File: config.mk
export PLATFORM = sky130hd
export DESIGN_NAME = ram_sum_reader
export DESIGN_NICKNAME = d
export VERILOG_FILES = /design/src/rtl/ram_sum_reader_pkg.sv /design/src/rtl/ram_sum_reader_sum_check.sv /design/src/rtl/ram_sum_reader.sv
export SDC_FILE = /design/constraint.sdc
export NUM_CORES = 1
export LEC_CHECK = 0
export ABC_AREA = 0
export BUFFER_PORTS_ARGS = -buffer_cell sky130_fd_sc_hd__buf_2
export CORE_MARGIN = 1
export CORE_UTILIZATION = 48
export CTS_CLUSTER_SIZE = 12
export DETAILED_ROUTE_END_ITERATION = 8
export PLACE_DENSITY = 0.79
export SYNTH_ARGS = -nofsm -noshare
export SYNTH_HDL_FRONTEND = slang
export SYNTH_SLANG_ARGS = --single-unit
export TNS_END_PERCENT = 20
File: constraint.sdc
create_clock -name CLK -period 1.8 [get_ports CLK]
set_input_delay 0.18 -clock CLK [delete_from_list [all_inputs] [get_ports CLK]]
set_output_delay 0.18 -clock CLK [all_outputs]
set_load 0.02 [all_outputs]
File: src/rtl/ram_sum_reader_pkg.sv
// Shared definitions for the RAM sum reader: default widths and FSM state encoding.
package ram_sum_reader_pkg;

    // Default RAM geometry: two 4-bit operands packed into an 8-bit address,
    // and a 5-bit data word that holds their full (untruncated) sum.
    localparam int DEF_ADDR_W = 8;
    localparam int DEF_DATA_W = DEF_ADDR_W / 2 + 1;

    // Sweep controller states; the encoding is fixed so it can be probed externally.
    typedef enum logic [2:0] {
        IDLE = 3'd0,
        RD   = 3'd1,
        CAP  = 3'd2,
        PRES = 3'd3,
        FIN  = 3'd4
    } state_t;

endpackage

File: src/rtl/ram_sum_reader_sum_check.sv
// Expected-value generator and comparator: the RAM entry at {A,B} should hold A+B.
module sum_check
    import ram_sum_reader_pkg::*;
#(
    parameter int ADDR_W = DEF_ADDR_W,
    parameter int DATA_W = DEF_DATA_W
) (
    input  logic [ADDR_W-1:0] ADDR,
    input  logic [DATA_W-1:0] DATA,
    output logic [DATA_W-1:0] EXP,
    output logic              ERR
);

    localparam int HALF_W = ADDR_W / 2;

    logic [DATA_W-1:0] op_a;
    logic [DATA_W-1:0] op_b;

    // Split the address into its two operands and widen both before adding,
    // so the carry out of the half-width add is kept.
    always_comb begin
        op_a = DATA_W'(ADDR[ADDR_W-1:HALF_W]);
        op_b = DATA_W'(ADDR[HALF_W-1:0]);
        EXP  = op_a + op_b;
        ERR  = (DATA != EXP);
    end

endmodule

File: src/rtl/ram_sum_reader.sv
// Read-only RAM sweeper: walks every address once, presents each entry on a
// valid/ready stream together with a flag telling whether it differs from
// the sum of the two address halves, and counts the mismatches.
module ram_sum_reader
    import ram_sum_reader_pkg::*;
#(
    parameter int ADDR_W = DEF_ADDR_W,
    parameter int DATA_W = DEF_DATA_W
) (
    input  logic              CLK,
    input  logic              RST_N,
    input  logic              START,
    output logic              BUSY,
    output logic              DONE,
    output logic              RAM_CS,
    output logic              RAM_WE,
    output logic [ADDR_W-1:0] RAM_ADDR,
    input  logic [DATA_W-1:0] RAM_DOUT,
    output logic              OUT_VALID,
    input  logic              OUT_READY,
    output logic [ADDR_W-1:0] OUT_ADDR,
    output logic [DATA_W-1:0] OUT_DATA,
    output logic              OUT_ERR,
    output logic [ADDR_W:0]   ERR_CNT
);

    localparam logic [ADDR_W-1:0] LAST_ADDR = '1;

    state_t            state;
    logic [ADDR_W-1:0] addr_cnt;
    logic [DATA_W-1:0] exp_sum;
    logic              cap_err;

    // The expected sum is only kept for debug visibility; the flag is what matters.
    logic              unused_exp;
    assign unused_exp = ^exp_sum;

    // This master never writes.
    assign RAM_WE = 1'b0;

    sum_check #(
        .ADDR_W (ADDR_W),
        .DATA_W (DATA_W)
    ) u_sum_check (
        .ADDR (addr_cnt),
        .DATA (RAM_DOUT),
        .EXP  (exp_sum),
        .ERR  (cap_err)
    );

    // Sweep FSM: every output is registered and set on the transition into the
    // state where it must be visible, so RAM_CS is high exactly for the RD cycle
    // and DONE exactly for the FIN cycle.
    always_ff @(posedge CLK or negedge RST_N) begin
        if (!RST_N) begin
            state     <= IDLE;
            addr_cnt  <= '0;
            ERR_CNT   <= '0;
            OUT_ADDR  <= '0;
            OUT_DATA  <= '0;
            OUT_ERR   <= 1'b0;
            OUT_VALID <= 1'b0;
            BUSY      <= 1'b0;
            DONE      <= 1'b0;
            RAM_CS    <= 1'b0;
            RAM_ADDR  <= '0;
        end else begin
            DONE   <= 1'b0;
            RAM_CS <= 1'b0;
            case (state)
                IDLE: begin
                    if (START) begin
                        addr_cnt <= '0;
                        ERR_CNT  <= '0;
                        RAM_ADDR <= '0;
                        RAM_CS   <= 1'b1;
                        BUSY     <= 1'b1;
                        state    <= RD;
                    end
                end
                RD: begin
                    // RAM samples CS/ADDR on this edge; data arrives during CAP.
                    state <= CAP;
                end
                CAP: begin
                    OUT_ADDR  <= addr_cnt;
                    OUT_DATA  <= RAM_DOUT;
                    OUT_ERR   <= cap_err;
                    OUT_VALID <= 1'b1;
                    state     <= PRES;
                end
                PRES: begin
                    if (OUT_READY) begin
                        OUT_VALID <= 1'b0;
                        ERR_CNT   <= ERR_CNT + (ADDR_W + 1)'(OUT_ERR);
                        if (addr_cnt == LAST_ADDR) begin
                            DONE  <= 1'b1;
                            state <= FIN;
                        end else begin
                            addr_cnt <= addr_cnt + 1'b1;
                            RAM_ADDR <= addr_cnt + 1'b1;
                            RAM_CS   <= 1'b1;
                            state    <= RD;
                        end
                    end
                end
                FIN: begin
                    BUSY  <= 1'b0;
                    state <= IDLE;
                end
                default: begin
                    BUSY      <= 1'b0;
                    OUT_VALID <= 1'b0;
                    state     <= IDLE;
                end
            endcase
        end
    end

endmodule

# After elaboration in Yosys (flattened, before gate mapping)
# Index checks and enable logic that the tools add are counted.
[op_classes] n_reduce_logical=9 n_bitwise=2 n_addsub=3 n_eq_ne=9 n_mux=22
[ops] op="two-way mux 8 bit" n=3
[ops] op="two-way mux 9 bit" n=2
[ops] op="case mux 9 bit (2 select lines)" n=1
[ops] op="case mux 8 bit (2 select lines)" n=1
[ops] op="case mux 3 bit (4 select lines)" n=1
[ops] op="adder 9 x 1 -> 9 bit" n=1
[ops] op="two-way mux 3 bit" n=3
[ops] op="adder 8 x 1 -> 8 bit, second input constant" n=1
[ops] op="equality test 8 bit, second input constant" n=1
[ops] op="two-way mux 1 bit" n=8
[ops] op="equality test 3 x 2 -> 1 bit, second input constant" n=2
[ops] op="inequality test 2 bit, second input constant" n=3
[ops] op="AND reduction 2 bit" n=3
[ops] op="OR reduction 3 bit" n=2
[ops] op="adder 4 x 4 -> 5 bit" n=1
[ops] op="inequality test 5 bit" n=1
[ops] op="case mux 1 bit (2 select lines)" n=2
[ops] op="AND reduction 4 bit" n=1
[ops] op="equality test 3 x 1 -> 1 bit, second input constant" n=1
[ops] op="equality test 3 bit, second input constant" n=1
[ops] op="logical NOT 3 bit" n=1
[ops] op="case mux 1 bit (3 select lines)" n=1
[ops] op="AND reduction 3 bit" n=1
[ops] op="NOT 1 bit" n=2
[ops] op="nonzero test 2 bit" n=1
[word_totals] ff_bits=38 in_bits=9 wordCells=55 output_inout_bits=36

# Depth between registers and ports, before layout
# Gate-level depths: netlist of run 1.
[depth] word_depth=4 ltp_mapped=6 mapped_depth_nobuf=6

# By module
# From an unflattened synthesis of run 1, not the netlist that was laid out.
[unflattened] hier_cells=173 hier_area_um2=1928.1
[modules_own_cells] mod="ram_sum_reader" seq_area_each_um2=950.9 area_each_um2=1741.7 instances=1 cells_per_inst=154
[modules_own_cells] mod="sum_check" seq_area_each_um2=0.0 area_each_um2=186.4 instances=1 cells_per_inst=19

# Worst setup path before layout of run 1
# Ideal clock, no wire load.
[synth_path] kind="flip-flop to flip-flop" from="register addr_cnt[1]" to="register addr_cnt[5]" slack_ps=-47 t_arrival_ps=1726 stages_incl_launch_ff=6 setup_ps=120 t_required_ps=1680 period_less_slack_ps=1847 path_buffers=0 path_cell_list="dfrtp_1 > ha_1 > and3_1 > a211oi_1 > a31oi_1 > a41o_1"
[synth_via] elab_chain_cells=4 elab_cells_between_ends=7 cone_classes="1 x add/sub; 2 x eq/ne; 3 x mux; 1 x reduce/logical"
[synth_lines] element="start: declaration" line_no="ram_sum_reader.sv:30" text="logic [ADDR_W-1:0] addr_cnt;"
[synth_lines] element="start signal: assignment" line_no="ram_sum_reader.sv:100" text="addr_cnt <= addr_cnt + 1'b1;"
[synth_lines] element="adder 8 x 1 -> 8 bit" line_no="ram_sum_reader.sv:100"
[synth_lines] element="two-way mux 8 bit" line_no="ram_sum_reader.sv:96" text="if (addr_cnt == LAST_ADDR) begin"
[synth_lines] element="two-way mux 8 bit" line_no="ram_sum_reader.sv:93" text="if (OUT_READY) begin"
[synth_lines] element="case mux 8 bit (2 select lines)" line_no="ram_sum_reader.sv:70" text="case (state)"
# Several ways; a longest one is shown, not always the timed one. The select of a mux whose other input is x is not followed.
# A chain may end at the register's enable or synchronous reset.

# Worst setup path after layout of run 1
# Ends and elaborated chain as after synthesis.

==> results.ini, run 1 <==
[outcome]
status=finished, final reports clean

[final_layout]
stdcell_area_um2=2421
diodes=0
regArea_um2=950.9
area_growth_pct=23.09
fillerInstances=314
drive_gt1_frac=0.4017
multi_input_area_um2=962.2
nets=245

[place]
dp_hpwl_mm=3.012
portBuffers=43
placed_area_um2=2303
gp_congestion=0.8736

[sta]
finalCritPeriodShare=0.9495
rsz0062_at_grt=no
fmax_ghz=0.5851
finClkSkew_ps=7.914
setup_tns_ps=0
setup_viol=0
slew_violations=0
hold_viol_final=0
fin_crit_ps=1709

[yosys]
synth_cells=170
ys_async_sr_fraction=1.000
ys_ff_latch=38
synth-edff-count=0
synth_ff_type=dfrtp_1
yosysWarnings=0
synth_fp_nets=187
syn_area_um2=1967
avgSynthCellArea_um2=11.57
synth_seq_area_share=0.4835
yosys.cell_types.count=41

[route]
drt-total-wl_mm=4.127
via_per_inst=5.372
remaining_drc_errors=0
num_vias=1488
first_iter_violations=101
wire_per_inst_um=14.90
firstDrtPassIters=4
drt.antenna.violating_nets=0

[worst_setup_path]
startpoint=addr_cnt[1]
slowest_delay_ps=430
path_cells=ha_1 > and3_1 > a211oi_4 > a31oi_1 > a41o_1
cp.required_ps=1990
crit_path_max_fanout=4
critPathKind=reg -> reg
critPathLaunchType=register
cp_num_cells=5
critPathTopFamily=compound AO/OA/AOI/OAI gates
crit_buf_inv=0
endpoint_kind=register
crit_slowest_cell=dfrtp_1
r2r_cells=5
timing.rr.start=addr_cnt[1]
arrival_ps=1900

[clocking]
cts_tree=done
clk_pin_slew_ps=70
clockRootBuffer=clkbuf_8
clock_latency_ps=290
cts_max_level=2
max-clock-path-buffers=2
cts_sinks=38
numCtsBuffers=5

[die]
die_h_um=66.02
row_count=22
die-area_um2=4358
core-area_um2=3799
initial_core_util=0.5178
ios=45
die_w_um=66.02

[power]
pwr-share-comb=0.437
power_switching_mw=1.385
p_clk_frac=0.172
power_density_nw_per_um2=1434
power.total_mw=3.472
p_leak_nw=1.212
seq_power_share=0.390
switching_share=0.3988
p_int_mw=2.087
irDropWorstVdd_v=0.0009035

[global_routing]
antenna_found_initial=0
grt.busiest_layer=met2
grt_max_degree=39
grt_pass1_vias=1578
gr-usage-met3=0.06552
grt_pass1_wl_mm=6.955
gr-usage-met2=0.3622
grt_overflow=0
use_met1=0.2533
grt.total_usage=0.2132

[worst_hold_path]
min_path_cells=2
hp-start=RAM_DOUT[2]
hold_path.class=in -> reg

[flow_run]
max_cap_violations=0

## cells by family (layout without fill, tap and decap cells)
group / Yosys count / after routing / share of synthesized area
and+or+nand+nor: 56 / 56 / 0.1495
DFF: 38 / 38 / 0.4835
AOI/OAI and AO/OA: 22 / 22 / 0.1062
muxes: 17 / 17 / 0.09478
xor gates and xnor gates: 16 / 16 / 0.07125
buffers and inverters: 12 / 71 / 0.03816
adders and majority gates: 8 / 8 / 0.05471
other: 1 / 1 / 0.001907
## layer usage
metal | wire length, um | vias to the layer above
li1 | - | 711
met3 | 227 | 7
met1 | 1841 | 723
met2 | 1998 | 47
met4 | 59 | 0
met5 | 0 | -
## sequential cells by signal (all words and copies together), names as in the netlist
name / cells
addr_cnt: 8
OUT_ERR: 1
ERR_CNT: 9
OUT_VALID: 1
state: 3
DONE: 1
OUT_DATA: 5
OUT_ADDR: 8
RAM_CS: 1
BUSY: 1
## power groups by stage
stage                     Combinational, mW  Sequential [mW]  Clock (mW)
final                                  1.52             1.36       0.599
after global routing                   1.65             1.40       0.666
after CTS                              1.52             1.36       0.625
after detailed placement               1.51             1.37           0
after global placement                 1.47             1.35           0
after floorplan                       0.724             1.63           0
## timing repair
action	in CTS	in global routing
gates cloned	0	0
pin swaps	0	1
endpoints found under the setup margin	1	3
setup buffers	0	0
hold endpoints to repair	38	0
gates resized for setup	2	2
hold buffers	1	0
## worst register-to-register path: cells and delay by family, from the launching register on
kind / cells / cell delay (ps)
adder cells (fa/ha/maj): 1 / 230
AO/OA/AOI/OAI: 3 / 700
flip-flops: 1 / 430
AND/OR/NAND/NOR: 1 / 250
## worst paths after layout
check	end	slack, ps
max	addr_cnt[5]	90
min	OUT_DATA[2]	150
max reg2reg	addr_cnt[5]	90
min reg2reg	BUSY	470
max in group asynchronous	addr_cnt[2]	1000
min in group asynchronous	ERR_CNT[1]	460
## layout by cell type (no fill, tap or decap), types with 3 or more instances in the layout
| cell type | count |
|---|---|
| dfrtp_1 | 38 |
| buf_4 | 16 |
| buf_2 | 43 |
| ha_1 | 6 |
| clkbuf_8 | 6 |
| xnor2_1 | 14 |
| mux2_2 | 13 |
| mux2i_1 | 4 |
| nand3_1 | 12 |
| inv_1 | 3 |
| nand2_1 | 12 |
| nor2_1 | 16 |
| a21o_1 | 4 |
| a211oi_1 | 3 |
## metrics by stage
step	util	cells	worst slack (ps)	hold slack [ps]
3_5_place_dp	0.6064	268	-22.55	256.0
2_1_floorplan	-	170	-20.75	-115.6
5_1_grt	0.6374	277	0.05351	144.9
4_1_cts	0.6347	277	54.74	137.6
6_report	0.6374	277	90.96	153.0
3_3_place_gp	0.6064	268	83.69	253.0
## Yosys cell counts (2+ instances only)
| master | count | share of area |
|---|---|---|
| dfrtp_1 | 38 | 0.48 |
| nor2_1 | 16 | 0.031 |
| xnor2_1 | 14 | 0.062 |
| mux2_2 | 13 | 0.074 |
| nand2_1 | 12 | 0.023 |
| nand3_1 | 12 | 0.031 |
| ha_1 | 7 | 0.045 |
| a211oi_1 | 4 | 0.015 |
| a21o_1 | 4 | 0.015 |
| mux2i_1 | 4 | 0.020 |
| buf_6 | 3 | 0.017 |
| inv_1 | 3 | 0.0057 |
| a2111oi_4 | 2 | 0.028 |
| a21oi_1 | 2 | 0.0051 |
| a22o_1 | 2 | 0.0089 |
| a31oi_1 | 2 | 0.0064 |
| and3_1 | 2 | 0.0064 |
| and4_1 | 2 | 0.0089 |
| buf_2 | 2 | 0.0051 |
| nand3_2 | 2 | 0.010 |
| nand4_1 | 2 | 0.0064 |
| o21ai_0 | 2 | 0.0051 |
| xor2_1 | 2 | 0.0089 |
## cell type report
type,instances,area share
Multi-Input combinational cell,120,0.3974
Timing Repair Buffer,60,0.1426
Inverter,3,0.004651
Clock buffer,7,0.03566
Tap cell,48,0.02481
Sequential cell,38,0.3928
Clock inverter,1,0.002067
No activity file was read; power rests on OpenSTA's default activity.
==> inputs of run 2 (changes only) <==
--- a/config.mk
+++ b/config.mk
@@ -5,13 +5,13 @@
 export SDC_FILE = /design/constraint.sdc
 export NUM_CORES = 1
 export LEC_CHECK = 0
-export ABC_AREA = 0
+export ABC_AREA = 1
 export BUFFER_PORTS_ARGS = -buffer_cell sky130_fd_sc_hd__buf_2
 export CORE_MARGIN = 1
-export CORE_UTILIZATION = 48
+export CORE_UTILIZATION = 49
 export CTS_CLUSTER_SIZE = 12
 export DETAILED_ROUTE_END_ITERATION = 8
-export PLACE_DENSITY = 0.79
+export PLACE_DENSITY = 0.8
 export SYNTH_ARGS = -nofsm -noshare
 export SYNTH_HDL_FRONTEND = slang
 export SYNTH_SLANG_ARGS = --single-unit
==> results.ini, run 2 <==
[outcome]
status=finished, final reports clean

[route]
drt.antenna.violating_nets=0
via_per_inst=4.962
first_iter_violations=133
drt-total-wl_mm=4.494
firstDrtPassIters=4
wire_per_inst_um=12.11
remaining_drc_errors=0
num_vias=1841

[yosys]
yosysMostFrequentCell=nand2_1
yosys-top-cells-count=nand2_1, dfrtp_1, inv_1
synth-edff-count=0
yosys.area.top_type=dfrtp_1
netlist.area_leader.share=0.4516
synthTopCellsByArea=dfrtp_1, nand2_1, nand3_1, inv_1, ha_1
syn_area_um2=2106
ys_async_sr_fraction=1.000
synth_cells=266
ys_ff_latch=38
synth_seq_area_share=0.4516
avgSynthCellArea_um2=7.916
synth_fp_nets=283
synth_ff_type=dfrtp_1
yosysWarnings=0
yosys.cell_types.count=29

[global_routing]
grt_pass1_wl_mm=7.893
grt.total_usage=0.2321
grt_pass1_vias=1743
gr-usage-met2=0.3800
antenna_found_initial=0
grt.busiest_layer=met2
grt_overflow=0
gr-usage-met3=0.05236
grt_max_degree=39
use_met1=0.3011

[die]
die_h_um=67.56
die-area_um2=4564
ios=45
initial_core_util=0.5190
die_w_um=67.56
row_count=23
core-area_um2=4058

[sta]
fin_crit_ps=1735
rsz0062_at_grt=yes
slew_violations=0
finClkSkew_ps=3.853
tightest_slew_ps=499.4
setup_viol=0
hold_viol_final=0
maxSlewHeadroom=0.6667
setup_tns_ps=0
finalCritPeriodShare=0.9641
fmax_ghz=0.5762

[power]
p_leak_nw=1.412
irDropWorstVdd_v=0.0006568
power_density_nw_per_um2=1340

[place]
portBuffers=43
dp_hpwl_mm=3.360
gp_congestion=0.8354
placed_area_um2=2407

[worst_setup_path]
r2r_cells=9
crit_path_max_fanout=2
arrival_ps=1920
cp.required_ps=1980
critPathKind=reg -> reg
endpoint_kind=register
critPathLaunchType=register

[final_layout]
area_growth_pct=19.25
stdcell_area_um2=2511
diodes=0
layout_common_cells=nand2_1, buf_2, dfrtp_1
drive_gt1_frac=0.2336
final_common_cell=nand2_1
regMostFlops=ERR_CNT
nets=337
reg.largest.list=ERR_CNT (9), OUT_ADDR (8), addr_cnt (8)
largest_register_ff_count=9

[clocking]
cts_sinks=38
clk_pin_slew_ps=70
clockRootBuffer=clkbuf_8
cts_tree=done
max-clock-path-buffers=2
numCtsBuffers=5
post_cts_buffers=0
cts_max_level=2
clock_latency_ps=290

[worst_hold_path]
min_path_cells=3
hold_path.class=in -> reg

[flow_run]
max_cap_violations=0

[run 2: changes by cell type after synthesis, sizes merged, moves of 3 or more]
cell	change
nand2	+83
inv	+29
o21ai	+16
mux2	-13
nand3	+11
xnor2	-10
nor2	+5
a211oi	-4
mux2i	-4
xor2	+4
a2111oi	-3
a21o	-3
buf	-3
[run 2: metal layers]
| metal | vias up | wire (um) |
|---|---|---|
| met1 | 847 | 2089 |
| met5 | - | 0 |
| met4 | 0 | 59 |
| met3 | 5 | 250 |
| li1 | 946 | - |
| met2 | 43 | 2094 |
[run 2: worst paths after layout]
| check | slack (ps) | end | from |
|---|---|---|---|
| hold reg to reg | 470 | OUT_ADDR[3] | OUT_ADDR[3] |
| setup reg to reg | 60 | OUT_ERR | addr_cnt[0] |
| hold / removal | 130 | OUT_DATA[0] | RAM_DOUT[0] |
| setup / recovery | 60 | OUT_ERR | addr_cnt[0] |
| max in group asynchronous | 990 | OUT_ADDR[1] | RST_N |
| min in group asynchronous | 460 | OUT_ADDR[0] | RST_N |
[run 2: power breakdown]
part           total, mW  internal (mW)  switching (mW)  leakage [nW]
Sequential          1.24           1.06           0.182         0.496
Combinational       1.52          0.491            1.03         0.868
Clock              0.607          0.309           0.298        0.0482
Total               3.37           1.86            1.51          1.41
[run 2: repair_timing]
item	in CTS	in global routing
hold endpoints to repair	38	0
setup endpoints to repair	0	1
hold buffers	1	0
gates resized for setup	0	1
[run 2: kinds of logic (layout without fill, tap and decap cells)]
| logic type | Yosys count | in the layout | share of synthesized area |
|---|---|---|---|
| buf+inv | 36 | 91 | 0.07071 |
| xor+xnor | 10 | 10 | 0.04159 |
| fa+ha+maj | 8 | 8 | 0.05110 |
| other cells | 1 | 1 | 0.001781 |
| compound gates | 26 | 26 | 0.06774 |
| simple gates | 147 | 147 | 0.3155 |
| flops | 38 | 38 | 0.4516 |
[run 2: critical path, stage by stage (launching register included)]
cell     delay [ps]
dfrtp_1         390
ha_2            200
fa_1            540
nand2_1          60
nand2_1          60
nand3_1          70
nor2_1           90
nand2_1          60
nor2_1          100
nor2_1           50
[run 2: final cells by class]
cell class              instances  area [um^2]
fillers                       382         1546
multi-input cells             192         1008
flip-flops and latches         38        950.9
repair buffers                 51        277.8
inverters                      32        120.1
clock buffers                   7        86.33
well taps                      50        62.56
clock inverters                 1        5.005
[run 2: stage by stage]
| step | hold WS, ps | cells | power, mW | util | setup WS [ps] |
|---|---|---|---|---|---|
| after floorplan | -115.6 | 266 | 2.358 | - | 47.42 |
| after global placement | 259.2 | 362 | 2.734 | 0.5933 | 183.9 |
| after detailed placement | 268.0 | 362 | 2.772 | 0.5933 | 113.5 |
| after CTS | 129.5 | 371 | 3.388 | 0.6183 | 62.22 |
| after global routing | 147.1 | 371 | 3.629 | 0.6189 | -55.91 |
| final | 126.6 | 371 | 3.365 | 0.6189 | 64.58 |
